`config.mk`:
```
export PLATFORM = sky130hd
export DESIGN_NAME = pong_game_ctrl
export DESIGN_NICKNAME = d
export VERILOG_FILES = /design/src/rtl/pong_game_ctrl.sv
export SDC_FILE = /design/constraint.sdc
export NUM_CORES = 1
export LEC_CHECK = 0
export BUFFER_PORTS_ARGS = -buffer_cell sky130_fd_sc_hd__buf_2
export CORE_MARGIN = 10
export CORE_UTILIZATION = 35
export CTS_BUF_LIST = sky130_fd_sc_hd__clkbuf_8
export CTS_CLUSTER_DIAMETER = 60
export CTS_CLUSTER_SIZE = 16
export DETAILED_ROUTE_END_ITERATION = 7
export GPL_TIMING_DRIVEN = 0
export PLACE_DENSITY = 0.62
export SLEW_MARGIN = 10
export SYNTH_ARGS = -nofsm -noshare
export SYNTH_HDL_FRONTEND = slang
export SYNTH_SLANG_ARGS = --single-unit
```
`constraint.sdc`:
```
create_clock -name clk -period 4 [get_ports clk]
set_clock_uncertainty 0.15 [all_clocks]
set_input_delay 0.6 -clock clk [delete_from_list [all_inputs] [get_ports clk]]
set_output_delay 0.6 -clock clk [all_outputs]
set_load 0.05 [all_outputs]
```
`src/rtl/pong_game_ctrl.sv`:
```
// pong_game_ctrl: game sequencer for the pong LED matrix (serve, rally, scoring, game over)
// Ports:
//    clk, reset      system clock, asynchronous active-low reset
//    tick            one-clk 1 kHz game-tick strobe
//    start           synchronised start button level
//    ball_x, ball_y  ball column / row
//    pad_l_y/pad_r_y top row of left / right paddle
//    speed           ball speed to ball block (0..SPEED_MAX)
//    ball_hold       1 = ball frozen at centre
//    serve_dir       0 = serve toward left, 1 = toward right
//    score_l/score_r scores
//    state           FSM state code
//    winner          valid in GAMEOVER: 0 = left, 1 = right
module pong_game_ctrl #(
   parameter int PADDLE_LEN  = 3,
   parameter int SERVE_TICKS = 500,
   parameter int POINT_TICKS = 1000,
   parameter int WIN_SCORE   = 9,
   parameter int SPEED_INIT  = 1,
   parameter int SPEED_MAX   = 7,
   parameter int HITS_PER_UP = 4
) (
   input  logic       clk,
   input  logic       reset,
   input  logic       tick,
   input  logic       start,
   input  logic [3:0] ball_x,
   input  logic [3:0] ball_y,
   input  logic [3:0] pad_l_y,
   input  logic [3:0] pad_r_y,
   output logic [4:0] speed,
   output logic       ball_hold,
   output logic       serve_dir,
   output logic [3:0] score_l,
   output logic [3:0] score_r,
   output logic [2:0] state,
   output logic       winner
);
   localparam int CW = $clog2((SERVE_TICKS > POINT_TICKS ? SERVE_TICKS : POINT_TICKS) + 1);
   localparam int HW = $clog2(HITS_PER_UP + 1);
   typedef enum logic [2:0] {IDLE = 3'd0, SERVE = 3'd1, PLAY = 3'd2, POINT = 3'd3, GAMEOVER = 3'd4} st_t;
   st_t st;
   logic [CW-1:0] cnt;
   logic [HW-1:0] hits;
   logic start_q;
   logic [4:0] y5;
   logic hit_l, hit_r, lside, at_edge, hit;
   logic [3:0] sc_n;
   assign state = st;
   // 5-bit compare so a paddle near the bottom never wraps its range past row 15
   assign y5 = {1'b0, ball_y};
   assign hit_l = y5 >= {1'b0, pad_l_y} && y5 <= {1'b0, pad_l_y} + 5'(PADDLE_LEN - 1);
   assign hit_r = y5 >= {1'b0, pad_r_y} && y5 <= {1'b0, pad_r_y} + 5'(PADDLE_LEN - 1);
   assign lside = ball_x == 4'd0;
   assign at_edge = lside || ball_x == 4'd15;
   assign hit = lside ? hit_l : hit_r;
   // score of the opponent of the side that missed, saturated at 15
   assign sc_n = lside ? (score_r == 4'd15 ? 4'd15 : score_r + 4'd1)
                       : (score_l == 4'd15 ? 4'd15 : score_l + 4'd1);
   always_ff @(posedge clk or negedge reset) begin
      if (!reset) begin
         st <= IDLE;
         speed <= '0;
         ball_hold <= 1'b1;
         serve_dir <= 1'b0;
         score_l <= '0;
         score_r <= '0;
         winner <= 1'b0;
         cnt <= '0;
         hits <= '0;
         start_q <= 1'b0;
      end else begin
         start_q <= start;
         case (st)
            IDLE: begin
               ball_hold <= 1'b1;
               speed <= '0;
               if (start) begin
                  st <= SERVE;
                  score_l <= '0;
                  score_r <= '0;
                  cnt <= CW'(SERVE_TICKS);
               end
            end
            SERVE: begin
               ball_hold <= 1'b1;
               speed <= '0;
               if (tick) begin
                  if (cnt == CW'(1)) begin
                     st <= PLAY;
                     speed <= 5'(SPEED_INIT);
                     ball_hold <= 1'b0;
                     hits <= '0;
                  end else cnt <= cnt - 1'b1;
               end
            end
            PLAY: begin
               if (tick && at_edge) begin
                  if (hit) begin
                     if (hits == HW'(HITS_PER_UP - 1)) begin
                        hits <= '0;
                        speed <= speed < 5'(SPEED_MAX) ? speed + 5'd1 : speed;
                     end else hits <= hits + 1'b1;
                  end else begin
                     speed <= '0;
                     ball_hold <= 1'b1;
                     serve_dir <= !lside;
                     cnt <= CW'(POINT_TICKS);
                     if (lside) score_r <= sc_n;
                     else score_l <= sc_n;
                     if (sc_n == 4'(WIN_SCORE)) begin
                        st <= GAMEOVER;
                        winner <= lside;
                     end else st <= POINT;
                  end
               end
            end
            POINT: begin
               ball_hold <= 1'b1;
               speed <= '0;
               if (tick) begin
                  if (cnt == CW'(1)) begin
                     st <= SERVE;
                     cnt <= CW'(SERVE_TICKS);
                  end else cnt <= cnt - 1'b1;
               end
            end
            GAMEOVER: begin
               ball_hold <= 1'b1;
               speed <= '0;
               if (start && !start_q) st <= IDLE;
            end
            default: st <= IDLE;
         endcase
      end
   end
endmodule
```
==> flow_metrics.py <==
metrics = {
    "run_status": {
        "status": "completed",
    },
    "detailed_routing": {
        "vias": 2245,
        "drcViolationCount": 0,
        "firstDrtPassIters": 4,
        "first_iter_violations": 144,
        "ant_nets": 0,
        "wl_per_cell_um": 14.7,
        "wl_mm": 6.11,
        "vias_per_cell": 5.40,
    },
    "synth": {
        "ys_types": 57,
        "synth_xor_area_share_pct": 1.07,
        "synth_top_family_by_area": "compound AO/OA/AOI/OAI gates",
        "seq_area_frac_synth_pct": 33.6,
        "synth-simple-area-share_pct": 22.3,
        "synth_area_mm2": 0.00246,
        "synth_warnings": 0,
        "synthFlopType": "dfrtp_1",
        "ys_seq_elements": 33,
        "synth-edff-count": 0,
        "syn-num-nets": 316,
        "synthAdderAreaFrac_pct": 11.2,
        "synthTopCellsByArea": "dfrtp_1 (33%), ha_1 (11%), a21oi_1 (4.1%)",
        "yosysTopAreaCell": "dfrtp_1",
        "synthMuxAreaShare_pct": 2.14,
        "async_flop_share_pct": 100,
        "yosys.area.top_type_share_pct": 32.6,
        "syn-mean-instance-area_um2": 8.98,
        "synth_compound_area_share_pct": 25.4,
        "syn_inst": 274,
    },
    "critical_path": {
        "cpMostUsedCell": "ha_1",
        "worst_setup_path_end_kind": "flop",
        "required_ps": 4030,
        "critPathKind": "input port to flop",
        "crit_chain": "buf_2 -> ha_1 -> xnor2_1 -> ha_1 -> nand4b_1 -> o31ai_1 -> a21oi_1 -> o32ai_4 -> o31ai_4 -> nand2_4 -> mux2_4",
        "crit_slowest_cell": "o31ai_4",
        "arrival_ps": 2870,
        "startpoint_type": "input port",
        "timing.critical_path.buf_inv": 1,
        "crit_family": "compound AO/OA/AOI/OAI gates",
        "cp_max_fo": 10,
        "critPathMaxStageDelay_ps": 380,
    },
    "power_and_ir_drop": {
        "net-switching-power_mw": 0.562,
        "pwr-share-clk_pct": 19.9,
        "p_int_mw": 0.742,
        "sw_frac_of_total_pct": 43.1,
        "p_leak_nw": 1.30,
        "p_seq_share_pct": 38.2,
        "powerDensity_mw_per_mm2": 456,
        "ir_drop_uv": 160,
        "power_frac_comb_pct": 42.0,
    },
    "timing": {
        "worst_pin_slew_ps": 1120,
        "final.period_utilization_pct": 70.9,
        "finalSetupViolCount": 0,
        "rsz0062_at_grt": "false",
        "fmax_ghz": 0.353,
        "layout_min_cycle_time_ps": 2840,
        "hold_viol": 0,
        "hold_ws_ps": 228,
        "slew_viol_final": 0,
        "slew_headroom_pct": 25.0,
        "tns_ps": 0,
    },
    "floorplan": {
        "initial_utilization_pct": 36.2,
        "die-width_um": 104,
        "core_area_mm2": 0.00679,
        "io_pins": 39,
        "rows": 30,
        "die_h_um": 104,
        "die-area_mm2": 0.0108,
    },
    "clock_network": {
        "root_buffer": "clkbuf_8",
        "holdBufCountCts": 0,
        "post_cts_buffers": 0,
        "cts_inserted_buffers": 5,
        "clk_path_buf_depth": 2,
        "htree_levels": 2,
        "cts.sinks": 33,
        "post_cts_resized": 0,
        "tritoncts": "built",
        "clk_latency_ps": 300,
        "path_clk_slew_ps": 80,
    },
    "final_layout": {
        "fin_nets": 361,
        "area_delta_synth_final_pct": 16.1,
        "layout.cells.most_common": "buf_2",
        "diodes": 0,
        "final_cell_mix": "buf_2 (39), dfrtp_1 (32), nor2_1 (24)",
        "drive_gt1_share_pct": 20.9,
    },
    "grt": {
        "antenna_found_initial": 0,
        "grt_max_degree": 34,
        "grt_pass1_vias": 2175,
        "grt_use_total_pct": 11.2,
        "grt_first_pass_wirelength_mm": 10.4,
        "overflow": 0,
    },
    "place": {
        "place.gp.congestion": 0.829,
        "dp_hpwl_mm": 4.68,
        "io_buffers": 38,
    },
    "min_path": {
        "hold_path_class": "input port to async pin",
    },
    "run": {
        "cap_viol_max_count": 0,
    },
}
## worst paths after layout
path	from	to	slack [ps]	depth (start not counted)
max	pad_r_y[1]	cnt[1]	1160	11
max in group asynchronous	reset	score_l[2]	2950	1
min	reset	speed[2]	230	1
max reg2reg	cnt[6]	hits[0]	1410	7
min in group clk	start	start_q	330	1
min reg2reg	cnt[8]	cnt[8]	350	1
## registers in the layout (all words and copies together) (netlist names)
signal	cells
serve_dir	1
speed	5
ball_hold	1
score_r	4
state	3
score_l	4
cnt	10
winner	1
start_q	1
hits	3
## power groups by stage
stage               Combinational, mW  Clock, mW  Sequential, mW
floorplan                       0.366          0           0.545
global route                    0.616      0.280           0.514
finish                          0.547      0.259           0.497
detailed placement              0.551          0           0.501
global placement                0.538          0           0.498
CTS                             0.553      0.266           0.496
## Yosys cell counts (3+ instances only)
| cell type | number |
|---|---|
| and2_1 | 5 |
| o211ai_1 | 6 |
| nand3b_1 | 4 |
| nand2b_1 | 3 |
| nand2_1 | 18 |
| nor2_1 | 24 |
| and3_1 | 3 |
| o21ai_0 | 15 |
| nor4_1 | 4 |
| a211oi_1 | 3 |
| ha_1 | 22 |
| o41ai_1 | 3 |
| nand3_1 | 11 |
| a21o_1 | 3 |
| o2bb2ai_1 | 4 |
| inv_1 | 19 |
| xnor2_1 | 3 |
| nor2b_1 | 4 |
| dfrtp_1 | 32 |
| nor3_1 | 9 |
| a22o_1 | 4 |
| clkbuf_1 | 5 |
| a22oi_1 | 3 |
| o31ai_1 | 7 |
| a21oi_1 | 20 |
## final cells by class
type                       count  area (um2)
inverter                      19        71.3
tap                           96         120
clock buffer                   5        68.8
sequential                    33         827
multi-input combinational    215        1530
clock inverter                 3        17.5
buffer                         7        35.0
timing repair buffer          38         190
fill                         689        3940
## stage by stage
| stage | area [um2] | util, % | total power, mW | instances | setup WS, ps |
|---|---|---|---|---|---|
| final | 2860 | 42.0 | 1.30 | 416 | 1160 |
| after global routing | 2860 | 42.0 | 1.41 | 416 | 1040 |
| after global placement | 2770 | 40.8 | 1.04 | 408 | 914 |
| after detailed placement | 2770 | 40.8 | 1.05 | 408 | 857 |
| after floorplan | 2460 | - | 0.911 | 274 | 1250 |
| after CTS | 2860 | 42.0 | 1.31 | 416 | 1160 |
## layer usage
metal | part of all wire, % | global-route usage, % | up-vias | wire length [um]
met1 | 46 | 14.1 | 1066 | 2790
met5 | 0 | 0 | - | 0
met2 | 47 | 18.3 | 57 | 2850
met3 | 6.4 | 2.91 | 5 | 393
li1 | - | - | 1117 | -
met4 | 1.2 | 3.58 | 0 | 73
## kinds of logic after synthesis
logic type / count (synthesis)
xor+xnor: 3
simple gates: 100
mux: 4
buf+inv: 26
fa+ha+maj: 22
compound gates: 86
flops: 33
Note: power is estimated with default switching activity, not from simulation.
